===== config.mk =====
export PLATFORM = sky130hd
export DESIGN_NAME = matrix_mac_engine
export DESIGN_NICKNAME = d
export VERILOG_FILES = /design/src/rtl/matrix_pkg.sv /design/src/rtl/matrix_addr_gen.sv /design/src/rtl/matrix_mac_engine.sv
export SDC_FILE = /design/constraint.sdc
export NUM_CORES = 1
export LEC_CHECK = 0
export CORE_MARGIN = 1.5
export CORE_UTILIZATION = 45
export CTS_BUF_LIST = sky130_fd_sc_hd__clkbuf_4 sky130_fd_sc_hd__clkbuf_8
export CTS_CLUSTER_DIAMETER = 60
export DETAILED_ROUTE_END_ITERATION = 12
export PLACE_DENSITY = 0.67
export SYNTH_ARGS = -nofsm -noshare
export SYNTH_HDL_FRONTEND = slang
export SYNTH_HIERARCHICAL = 1
export SYNTH_SLANG_ARGS = --single-unit

===== constraint.sdc =====
create_clock -name clk -period 3.8 [get_ports clk]
set_input_delay 0.76 -clock clk [delete_from_list [all_inputs] [get_ports clk]]
set_output_delay 0.76 -clock clk [all_outputs]
set_load 0.01 [all_outputs]

===== src/rtl/matrix_pkg.sv =====
// Shared widths, FSM state encoding and issue-tag payload for the matrix
// multiply engine.
package matrix_pkg;

  localparam int unsigned MAT_ADDR_W = 12;
  localparam int unsigned MAT_AB_W   = 16;
  localparam int unsigned MAT_C_W    = 32;

  typedef enum logic [1:0] {
    IDLE,
    RUN,
    DRAIN,
    DONE
  } mac_state_t;

  // Travels alongside each issued (i,j,k) triple down the read pipeline.
  typedef struct packed {
    logic                  first;
    logic                  last;
    logic [MAT_ADDR_W-1:0] c_addr;
  } mac_tag_t;

endpackage


===== src/rtl/matrix_addr_gen.sv =====
// i/j/k loop counters (k innermost) producing registered A/B read addresses
// and the per-issue tag for the accumulate pipeline.
module matrix_addr_gen
  import matrix_pkg::*;
#(
  parameter int unsigned MAT_DIM = 64
) (
  input  logic                  clk,
  input  logic                  rst_n,
  input  logic                  issue_en,
  output logic [MAT_ADDR_W-1:0] a_addr,
  output logic [MAT_ADDR_W-1:0] b_addr,
  output mac_tag_t              tag,
  output logic                  tag_vld,
  output logic                  last_issue
);

  localparam int unsigned CNT_W = (MAT_DIM > 1) ? $clog2(MAT_DIM) : 1;
  localparam logic [CNT_W-1:0] CNT_MAX = CNT_W'(MAT_DIM - 1);

  logic [CNT_W-1:0] i_q;
  logic [CNT_W-1:0] j_q;
  logic [CNT_W-1:0] k_q;
  logic             k_wrap_c;
  logic             j_wrap_c;
  logic             i_wrap_c;

  assign k_wrap_c = (k_q == CNT_MAX);
  assign j_wrap_c = (j_q == CNT_MAX);
  assign i_wrap_c = (i_q == CNT_MAX);

  // N is a power of two, so i*N+k and k*N+j are plain concatenations.
  always_ff @(posedge clk or negedge rst_n) begin
    if (!rst_n) begin
      i_q        <= '0;
      j_q        <= '0;
      k_q        <= '0;
      a_addr     <= '0;
      b_addr     <= '0;
      tag        <= '0;
      tag_vld    <= 1'b0;
      last_issue <= 1'b0;
    end else if (issue_en) begin
      a_addr     <= MAT_ADDR_W'({i_q, k_q});
      b_addr     <= MAT_ADDR_W'({k_q, j_q});
      tag.first  <= (k_q == '0);
      tag.last   <= k_wrap_c;
      tag.c_addr <= MAT_ADDR_W'({i_q, j_q});
      tag_vld    <= 1'b1;
      last_issue <= k_wrap_c && j_wrap_c && i_wrap_c;
      k_q        <= k_wrap_c ? '0 : k_q + CNT_W'(1);
      if (k_wrap_c) begin
        j_q <= j_wrap_c ? '0 : j_q + CNT_W'(1);
        if (j_wrap_c) begin
          i_q <= i_wrap_c ? '0 : i_q + CNT_W'(1);
        end
      end
    end else begin
      a_addr     <= '0;
      b_addr     <= '0;
      tag_vld    <= 1'b0;
      last_issue <= 1'b0;
    end
  end

endmodule


===== src/rtl/matrix_mac_engine.sv =====
// Port-B compute initiator: streams A/B reads, multiply-accumulates in 32 bits
// and writes each C element once its k loop completes.
module matrix_mac_engine
  import matrix_pkg::*;
#(
  parameter int unsigned MAT_DIM    = 64,
  parameter int unsigned RD_LATENCY = 1
) (
  input  logic                       clk,
  input  logic                       rst_n_in,
  input  logic                       start_in,
  output logic                       busy_out,
  output logic                       done_out,
  output logic [2:0][MAT_ADDR_W-1:0] addrb_out,
  input  logic [1:0][MAT_AB_W-1:0]   doutb_in,
  output logic [2:2]                 web_out,
  output logic [2:2][MAT_C_W-1:0]    dinb_out
);

  localparam int unsigned LAST_STG = RD_LATENCY + 1;
  localparam logic [MAT_ADDR_W-1:0] LAST_C_ADDR = MAT_ADDR_W'(MAT_DIM * MAT_DIM - 1);

  mac_state_t                 state_q;
  logic                       issue_c;
  logic [MAT_ADDR_W-1:0]      a_addr;
  logic [MAT_ADDR_W-1:0]      b_addr;
  mac_tag_t                   tag;
  logic                       tag_vld;
  logic                       last_issue;

  logic [LAST_STG:1]          vld_q;
  mac_tag_t [LAST_STG:1]      tag_q;
  logic signed [MAT_AB_W-1:0] a_s;
  logic signed [MAT_AB_W-1:0] b_s;
  logic [MAT_C_W-1:0]         prod_c;
  logic [MAT_C_W-1:0]         prod_q;
  logic [MAT_C_W-1:0]         acc_q;
  logic [MAT_C_W-1:0]         sum_c;
  logic                       web_q;
  logic [MAT_C_W-1:0]         dinb_q;
  logic [MAT_ADDR_W-1:0]      c_addr_q;
  logic                       final_wr_c;

  assign issue_c = ((state_q == IDLE) && start_in) || ((state_q == RUN) && !last_issue);

  matrix_addr_gen #(
    .MAT_DIM (MAT_DIM)
  ) u_addr_gen (
    .clk        (clk),
    .rst_n      (rst_n_in),
    .issue_en   (issue_c),
    .a_addr     (a_addr),
    .b_addr     (b_addr),
    .tag        (tag),
    .tag_vld    (tag_vld),
    .last_issue (last_issue)
  );

  // Control FSM; busy spans the first issue cycle through the DONE cycle.
  always_ff @(posedge clk or negedge rst_n_in) begin
    if (!rst_n_in) begin
      state_q  <= IDLE;
      busy_out <= 1'b0;
      done_out <= 1'b0;
    end else begin
      case (state_q)
        IDLE: begin
          if (start_in) begin
            state_q  <= RUN;
            busy_out <= 1'b1;
          end
        end
        RUN: begin
          if (last_issue) begin
            state_q <= DRAIN;
          end
        end
        DRAIN: begin
          if (final_wr_c) begin
            state_q  <= DONE;
            done_out <= 1'b1;
          end
        end
        DONE: begin
          state_q  <= IDLE;
          done_out <= 1'b0;
          busy_out <= 1'b0;
        end
        default: state_q <= IDLE;
      endcase
    end
  end

  assign a_s    = doutb_in[0];
  assign b_s    = doutb_in[1];
  assign prod_c = MAT_C_W'(a_s) * MAT_C_W'(b_s);
  assign sum_c  = (tag_q[LAST_STG].first ? '0 : acc_q) + prod_q;

  // The final C write is visible on the outputs the cycle before DONE.
  assign final_wr_c = web_q && (c_addr_q == LAST_C_ADDR);

  // Tag pipeline, product register and accumulate/write stage.
  always_ff @(posedge clk or negedge rst_n_in) begin
    if (!rst_n_in) begin
      vld_q    <= '0;
      tag_q    <= '0;
      prod_q   <= '0;
      acc_q    <= '0;
      web_q    <= 1'b0;
      dinb_q   <= '0;
      c_addr_q <= '0;
    end else begin
      vld_q <= {vld_q[LAST_STG-1:1], tag_vld};
      tag_q <= {tag_q[LAST_STG-1:1], tag};
      web_q <= 1'b0;
      if (vld_q[RD_LATENCY]) begin
        prod_q <= prod_c;
      end
      if (vld_q[LAST_STG]) begin
        acc_q <= sum_c;
        if (tag_q[LAST_STG].last) begin
          web_q    <= 1'b1;
          dinb_q   <= sum_c;
          c_addr_q <= tag_q[LAST_STG].c_addr;
        end
      end
    end
  end

  assign addrb_out = {c_addr_q, b_addr, a_addr};
  assign web_out   = web_q;
  assign dinb_out  = dinb_q;

endmodule


==> out/qor_table.md, run 1 <==
| Parameter | Value | Unit |
|:---|:---|:---|
| First-pass GRT wire length | 76.7 | mm |
| Cell type with the highest aggregate area in the netlist | sky130_fd_sc_hd__fa_1 | - |
| Worst slew pin tran | 0.819 | ns |
| Number of design rule violations left after detail routing | 0 | - |
| Final setup violation count | 26 | - |
| Arrival @ worst endpoint | 6.36 | ns |
| # Max-Cap Violations | 0 | - |
| Synthesized flop and latch total | 195 | - |
| Worst r2r path cells | 12 | - |
| Kind of start point of the critical path | input pin | - |
| Antenna Diode Count | 0 | - |
| Half-perimeter wire length after placement | 34.1 | mm |
| Max Fclk | 167 | MHz |
| I/O pin count | 106 | - |
| Slew headroom | 45.3 | % |
| Commonest non-fill, non-tap cell in the layout | sky130_fd_sc_hd__inv_1 | - |
| Hold Crit Class | reg2reg | - |
| Net count after synthesis | 2,282 | - |
| Buffer depth of the longest clock path | 2 | - |
| Number of enable flip-flop cells after synthesis | 0 | - |
| Area of the mapped netlist | 19,000 | µm² |
| Final min period | 5.99 | ns |
| Worst setup path class | in2reg | - |
| DR pass1 iterations | 5 | - |
| Critical path endpoint category | register | - |
| Final clock skew | 0.0153 | ns |
| Required time of the critical path | 4.17 | ns |
| Reg-to-Reg End | acc_q[28] | - |
| Final RePlAce weighted congestion | 0.851 | - |
| Worst setup slack after placement | -3.13 | ns |
| WL final | 44.9 | mm |
| Starting utilization of the core area | 45.4 | % |
| Fill cells | 3,503 | - |
| R2r startpoint | tag_q[27] | - |
| Met3 routing resource usage after global routing | 3.95 | % |
| Number of nets in the finished design | 2,604 | - |
| DR iter-0 viols | 667 | - |
| Via count | 13,900 | - |
| Area taken by flip-flops and latches | 4880 | µm² |
| Die area | 43,400 | µm² |
| Portion of synthesized cell area occupied by the leading cell type | 27.8 | % |
| Crit path setup slack, layout | -2.19 | ns |
| Flip-flop cell with the highest count after synthesis | sky130_fd_sc_hd__dfrtp_1 | - |
| TritonCTS clock tree | built | - |
| Routed wire length per instance | 16.4 | µm |
| Hold Violations, Final | 0 | - |
| Tcrit/Tclk final | 158 | % |
| Total routing resource utilization after global routing | 22.0 | % |
| Total congestion overflow | 0 | - |
| Fraction of the yosys area taken by sequential cells | 25.7 | % |
| Register-to-register path setup slack | 0.42 | ns |
| Min Hold Slack | 0.350 | ns |
| Unrepaired setup endpoints after global routing | true | - |
| Pin count of the biggest net entering global routing | 98 | - |
| CTS H-tree lvls | 4 | - |
| Yosys synthesis warning count | 6 | - |
| Routing usage on met2 | 38.6 | % |
| Most used cells in the layout excluding fill and tap cells | 302 x sky130_fd_sc_hd__inv_1, 242 x sky130_fd_sc_hd__fa_1, 195 x sky130_fd_sc_hd__buf_4, 194 x sky130_fd_sc_hd__dfrtp_1, 163 x sky130_fd_sc_hd__nand2_1 | - |
| Fraction of layout cells with a size suffix above 1 | 29.0 | % |
| Clock transition at path regs | 0.11 | ns |
| Vias/cell | 5.07 | - |
| Distinct cell type count after synthesis | 77 | - |
| Most heavily used metal layer in global routing | met2 | - |
| Gate count of the mapped netlist | 1,863 | - |
| Worst-path maximum fanout | 8 | - |
| Sinks on the clock net | 195 | - |
| Synth-to-layout area growth | 26.9 | % |
| Antenna violations before repair | 0 | - |
| Standard-cell rows | 75 | - |
| Number of instances on the worst hold path | 0 | - |
| Max-slew violations | 0 | - |
| Root buf cell | sky130_fd_sc_hd__clkbuf_8 | - |
| Violations in the final reports | negative setup slack | - |
| Post-synth ARST share | 100 | % |
| Top post-synthesis cells by area | sky130_fd_sc_hd__fa_1 28%, sky130_fd_sc_hd__dfrtp_1 26%, sky130_fd_sc_hd__ha_1 8.0%, sky130_fd_sc_hd__inv_1 6.8%, sky130_fd_sc_hd__mux2_2 5.9% | - |
| DRT antenna net count | 0 | - |
| Number of hold buffers added after cts | 0 | - |
| Quantity of I/O buffers inserted on ports | 105 | - |
| Average footprint of a synthesized cell | 10.2 | µm² |
| Clk_lat worst skew | 0.47 | ns |
| CTS Buf Count | 17 | - |
| GR Layer Usage met1 | 28.4 | % |
| TNS Setup | -43.92 | ns |
| End of the worst hold path | tag_q[24] | - |
| Vias in the first global route | 15,400 | - |
| Area taken by multi-input logic gates | 13,400 | µm² |
| Floorplan core area | 41,800 | µm² |
| Die W | 208 | µm |
| Worst hold start | tag_q[10] | - |
| Overall die height | 208 | µm |
| Status | complete, but fails checks | - |
[metrics by stage]
| step | utilization [%] | cell area [µm²] | instances |
|---|---|---|---|
| floorplan | - | 19500 | 1863 |
| global placement | 53.0 | 22100 | 2625 |
| detailed placement | 53.0 | 22100 | 2625 |
| CTS | 56.6 | 23700 | 2722 |
| global route | 57.6 | 24100 | 2737 |
| finish | 57.6 | 24100 | 2737 |
[routing by layer]
metal  share of wire (%)  routed length [µm]
met1                  43               19300
met2                  51               22800
met3                 4.8                2160
met4                 1.3                 587
met5                   0                   0
[worst max-delay path, stage by stage]
cell                       delay (ns)
sky130_fd_sc_hd__clkbuf_2        0.09
sky130_fd_sc_hd__buf_6           0.14
sky130_fd_sc_hd__buf_6           0.12
sky130_fd_sc_hd__and2_4          0.13
sky130_fd_sc_hd__fa_1            0.54
sky130_fd_sc_hd__inv_2           0.04
sky130_fd_sc_hd__fa_1            0.46
sky130_fd_sc_hd__fa_2            0.54
sky130_fd_sc_hd__inv_2           0.04
sky130_fd_sc_hd__fa_2            0.50
sky130_fd_sc_hd__fa_1            0.58
sky130_fd_sc_hd__inv_2           0.04
sky130_fd_sc_hd__fa_1            0.51
sky130_fd_sc_hd__inv_2           0.05
sky130_fd_sc_hd__ha_4            0.28
sky130_fd_sc_hd__nand4_1         0.15
sky130_fd_sc_hd__o21ba_4         0.24
sky130_fd_sc_hd__or4_4           0.55
sky130_fd_sc_hd__a21boi_4        0.19
sky130_fd_sc_hd__nor4_2          0.07
sky130_fd_sc_hd__a311o_1         0.32
[area by class of cell]
cell class / count / area share (%)
Multi-Input combinational cell: 1262 / 55.7
Sequential cell: 195 / 20.3
Timing Repair Buffer: 367 / 14.0
Inverter: 342 / 5.35
Tap cell: 539 / 2.80
Clock buffer: 17 / 0.972
Clock inverter: 15 / 0.884
[flip-flops by register name (all words and copies together) (netlist names)]
name,cells
acc_q,32
busy_out,1
c_addr_q,12
dinb_out,32
done_out,1
prod_q,32
state_q,2
tag_q,28
u_addr_gen/a_addr,7
u_addr_gen/b_addr,11
u_addr_gen/i_q,6
u_addr_gen/j_q,6
u_addr_gen/k_q,6
u_addr_gen/last_issue,1
u_addr_gen/tag,14
u_addr_gen/tag_vld,1
vld_q,2
web_out,1
[worst max path at each step]
stage                             from         end  slack, ns
after floorplan           doutb_in[21]  prod_q[29]      -2.30
after global placement    doutb_in[23]  prod_q[29]      -3.07
after detailed placement  doutb_in[21]  prod_q[29]      -3.13
after CTS                 doutb_in[20]  prod_q[29]      -2.22
after global routing       doutb_in[9]  prod_q[29]      -2.31
final                     doutb_in[11]  prod_q[28]      -2.19
[cells in the mapped netlist, drive strengths merged, types with 10 or more instances]
cell	count
a21o	25
xnor2	40
o21a	11
nand4	13
xor2	19
a21oi	51
and2	150
nor2b	38
nor2	52
nand2b	14
nand3	23
nand2	184
fa	263
mux2	99
ha	121
clkbuf	54
inv	342
dfrtp	195
o21ai	42
buf	10
nor3	12
[cells by family (layout without fill, tap and decap cells)]
| logic type | count (synthesis) | after routing | share of synthesized area, % |
|---|---|---|---|
| simple gates | 522 | 522 | 14.3 |
| buf+inv | 406 | 741 | 8.19 |
| fa+ha+maj | 384 | 384 | 35.8 |
| flops | 195 | 195 | 25.7 |
| compound gates | 191 | 191 | 6.92 |
| mux | 105 | 105 | 6.20 |
| xor+xnor | 60 | 60 | 2.85 |
[repair_timing]
item | CTS | global route
resized for setup | 257 | 154
pin swaps | 126 | 104
setup endpoints to repair | 27 | 27
gates cloned | 4 | 1
buffers inserted | 64 | 33
Power of run 1 is left out: the tool's default activity adds up to more than one toggle a clock period on the data nets, which glitch-free logic cannot reach.
==> run 2, diff against run 1 <==
--- a/config.mk
+++ b/config.mk
@@ -8,9 +8,10 @@
 export CORE_MARGIN = 1.5
 export CORE_UTILIZATION = 45
 export CTS_BUF_LIST = sky130_fd_sc_hd__clkbuf_4 sky130_fd_sc_hd__clkbuf_8
-export CTS_CLUSTER_DIAMETER = 60
+export CTS_CLUSTER_DIAMETER = 40
 export DETAILED_ROUTE_END_ITERATION = 12
-export PLACE_DENSITY = 0.67
+export PLACE_DENSITY = 0.69
+export SLEW_MARGIN = 20
 export SYNTH_ARGS = -nofsm -noshare
 export SYNTH_HDL_FRONTEND = slang
 export SYNTH_HIERARCHICAL = 1
==> constraint.sdc (replaced) <==
create_clock -name clk -period 5.39 [get_ports clk]
set_input_delay 1.078 -clock clk [delete_from_list [all_inputs] [get_ports clk]]
set_output_delay 1.078 -clock clk [all_outputs]
set_load 0.01 [all_outputs]
==> out/qor_table.md, run 2 (synthesis results as in run 1) <==
| Parameter | Value | Unit | vs previous |
|:---|:---|:---|:---|
| CTS H-tree lvls | 4 | - | unchanged |
| Series of cell instances along the critical path | dlygate4sd2_1 > buf_6 > buf_4 > nor2_1 > fa_1 > fa_1 > fa_1 > fa_1 > fa_1 > inv_1 > fa_1 > inv_2 > ha_4 > inv_2 > o21bai_1 > a21o_1 > o21ba_4 > or4_4 > a21boi_4 > nor4_1 > a311o_1 | - | was clkbuf_2 > buf_6 > buf_6 > and2_4 > fa_1 > inv_2 > fa_1 > fa_2 > inv_2 > fa_2 > fa_1 > inv_2 > fa_1 > inv_2 > ha_4 > nand4_1 > o21ba_4 > or4_4 > a21boi_4 > nor4_2 > a311o_1 |
| Worst setup path class | in2reg | - | unchanged |
| Die W | 208 | µm | unchanged |
| Post-route non-filler standard cell count | 2,741 | - | was 2,737 |
| Final min period | 6.40 | ns |  |
| Standard-cell rows | 75 | - | unchanged |
| End of the worst hold path | tag_q[15] | - | was tag_q[24] |
| Half-perimeter wire length after placement | 33.5 | mm | was 34.1 mm |
| Via count | 13,900 | - | about the same |
| Total congestion overflow | 0 | - | unchanged |
| Routed wire length per instance | 16.1 | µm | was 16.4 µm |
| Worst-path maximum fanout | 5 | - | was 8 |
| DR iter-0 viols | 662 | - | was 667 |
| Number of hold buffers added after cts | 0 | - | unchanged |
| Antenna violations before repair | 0 | - | unchanged |
| Required time of the critical path | 5.76 | ns | was 4.17 ns |
| Critical path's most frequent cell | sky130_fd_sc_hd__fa_1 | - |  |
| Die area | 43,400 | µm² | unchanged |
| Commonest non-fill, non-tap cell in the layout | sky130_fd_sc_hd__inv_1 | - | unchanged |
| Final RePlAce weighted congestion | 0.896 | - | was 0.851 |
| Final clock skew | 0.00858 | ns | was 0.0153 ns |
| Max Fclk | 156 | MHz |  |
| Number of nets in the finished design | 2,608 | - | was 2,604 |
| DR pass1 iterations | 5 | - | unchanged |
| Clock transition at path regs | 0.10 | ns | was 0.11 ns |
| Violations in the final reports | negative setup slack | - | unchanged |
| Post-placement cell count | 2,625 | - | unchanged |
| Tcrit/Tclk final | 119 | % |  |
| Status | complete, but fails checks | - | unchanged |
| Starting utilization of the core area | 45.4 | % | unchanged |
| Arrival @ worst endpoint | 6.77 | ns | was 6.36 ns |
| Clk_lat worst skew | 0.47 | ns | about the same |
| First-pass GRT wire length | 74.9 | mm | was 76.7 mm |
| Worst setup slack after placement | -1.95 | ns | was -3.13 ns |
| Fill cells | 3,465 | - | was 3,503 |
| # Max-Cap Violations | 0 | - | unchanged |
| Unrepaired setup endpoints after global routing | true | - | unchanged |
| Pin count of the biggest net entering global routing | 122 | - | was 98 |
| Worst r2r path cells | 12 | - | unchanged |
| Critical Path Slowest Stage Cell | sky130_fd_sc_hd__or4_4 | - | was sky130_fd_sc_hd__fa_1 |
| Reg-to-Reg End | acc_q[28] | - | unchanged |
| TNS Setup | -14.70 | ns | was -43.92 ns |
| Critical path endpoint category | register | - | unchanged |
| TritonCTS clock tree | built | - | unchanged |
| Final core occ | 57.0 | % | was 57.6% |
| Floorplan core area | 41,800 | µm² | unchanged |
| Hold Violations, Final | 0 | - | unchanged |
| Quantity of I/O buffers inserted on ports | 105 | - | unchanged |
| R2r startpoint | tag_q[27] | - | unchanged |
| Total routing resource utilization after global routing | 21.5 | % | was 22.0% |
| Kind of start point of the critical path | input pin | - | unchanged |
| Root buf cell | sky130_fd_sc_hd__clkbuf_8 | - | unchanged |
| Antenna Diode Count | 0 | - | unchanged |
| DRT antenna net count | 0 | - | unchanged |
| Final setup violation count | 20 | - | was 26 |
| Number of instances on the worst hold path | 0 | - | unchanged |
| I/O pin count | 106 | - | unchanged |
| Register-to-register path setup slack | 1.57 | ns | was 0.42 ns |
| Number of design rule violations left after detail routing | 0 | - | unchanged |
| Synth-to-layout area growth | 25.7 | % | was 26.9% |
| Max-slew violations | 0 | - | unchanged |
| Most used cells in the layout excluding fill and tap cells | 304 x sky130_fd_sc_hd__inv_1, 233 x sky130_fd_sc_hd__fa_1, 207 x sky130_fd_sc_hd__buf_4, 194 x sky130_fd_sc_hd__dfrtp_1, 160 x sky130_fd_sc_hd__nand2_1 | - | was 302 x sky130_fd_sc_hd__inv_1, 242 x sky130_fd_sc_hd__fa_1, 195 x sky130_fd_sc_hd__buf_4, 194 x sky130_fd_sc_hd__dfrtp_1, 163 x sky130_fd_sc_hd__nand2_1 |
| Sinks on the clock net | 195 | - | unchanged |
| Buffer depth of the longest clock path | 2 | - | unchanged |
| Worst hold start | tag_q[1] | - | was tag_q[10] |
| Vias/cell | 5.08 | - | was 5.07 |
| Vias in the first global route | 15,100 | - | was 15,400 |
| Overall die height | 208 | µm | unchanged |
| WL final | 44.0 | mm | was 44.9 mm |
| Max stage delay on crit path | 0.57 | ns | was 0.58 ns |
| CTS Buf Count | 17 | - | unchanged |
| Crit path setup slack, layout | -1.01 | ns | was -2.19 ns |
| Fraction of layout cells with a size suffix above 1 | 28.9 | % | was 29.0% |
| Worst slew pin tran | 0.971 | ns | was 0.819 ns |
| Slew headroom | 35.3 | % | was 45.3% |
| Hold Crit Class | reg2reg | - | unchanged |
==> run 2: layer usage <==
metal / share of wire [%] / track usage (%)
met1: 43 / 28.5
met2: 51 / 37.2
met4: 2.1 / 5.11
met5: 0 / 0
met3: 3.9 / 3.08
==> run 2: worst max-delay path by stage <==
stage            endpoint         start
2_1_floorplan  prod_q[29]  doutb_in[21]
3_3_place_gp   prod_q[29]   doutb_in[8]
3_5_place_dp   prod_q[29]   doutb_in[8]
4_1_cts        prod_q[29]  doutb_in[20]
5_1_grt        prod_q[28]   doutb_in[8]
6_report       prod_q[28]   doutb_in[1]
==> run 2: per-stage QoR <==
stage	hold slack (ns)	instance area, µm²
3_3_place_gp	0.332	22100
3_5_place_dp	0.335	22100
5_1_grt	0.352	23800
6_report	0.351	23800
2_1_floorplan	0.331	19400
4_1_cts	0.344	23400
==> run 2: critical path: cells and delay by family <==
kind	cells	cell delay [ns]
adders and majority gates	7	3.17
AOI/OAI and AO/OA	5	1.09
and+or+nand+nor	3	0.76
buffers and inverters	6	0.65
==> run 2: layout make-up <==
cell class | count | area [µm²] | share of cell area (%)
Multi-Input combinational cell | 1262 | 13300 | 55.7
Sequential cell | 195 | 4880 | 20.5
Timing Repair Buffer | 371 | 3290 | 13.8
Inverter | 342 | 1290 | 5.40
Tap cell | 539 | 674 | 2.83
Clock buffer | 19 | 255 | 1.07
Clock inverter | 13 | 160 | 0.672
==> run 2: timing repair <==
action,CTS,global route
cloned,2,0
endpoints found under the setup margin,24,22
pin swaps,121,122
resized for setup,223,149
setup buffers,70,28
Power of run 2 is left out for the same reason.
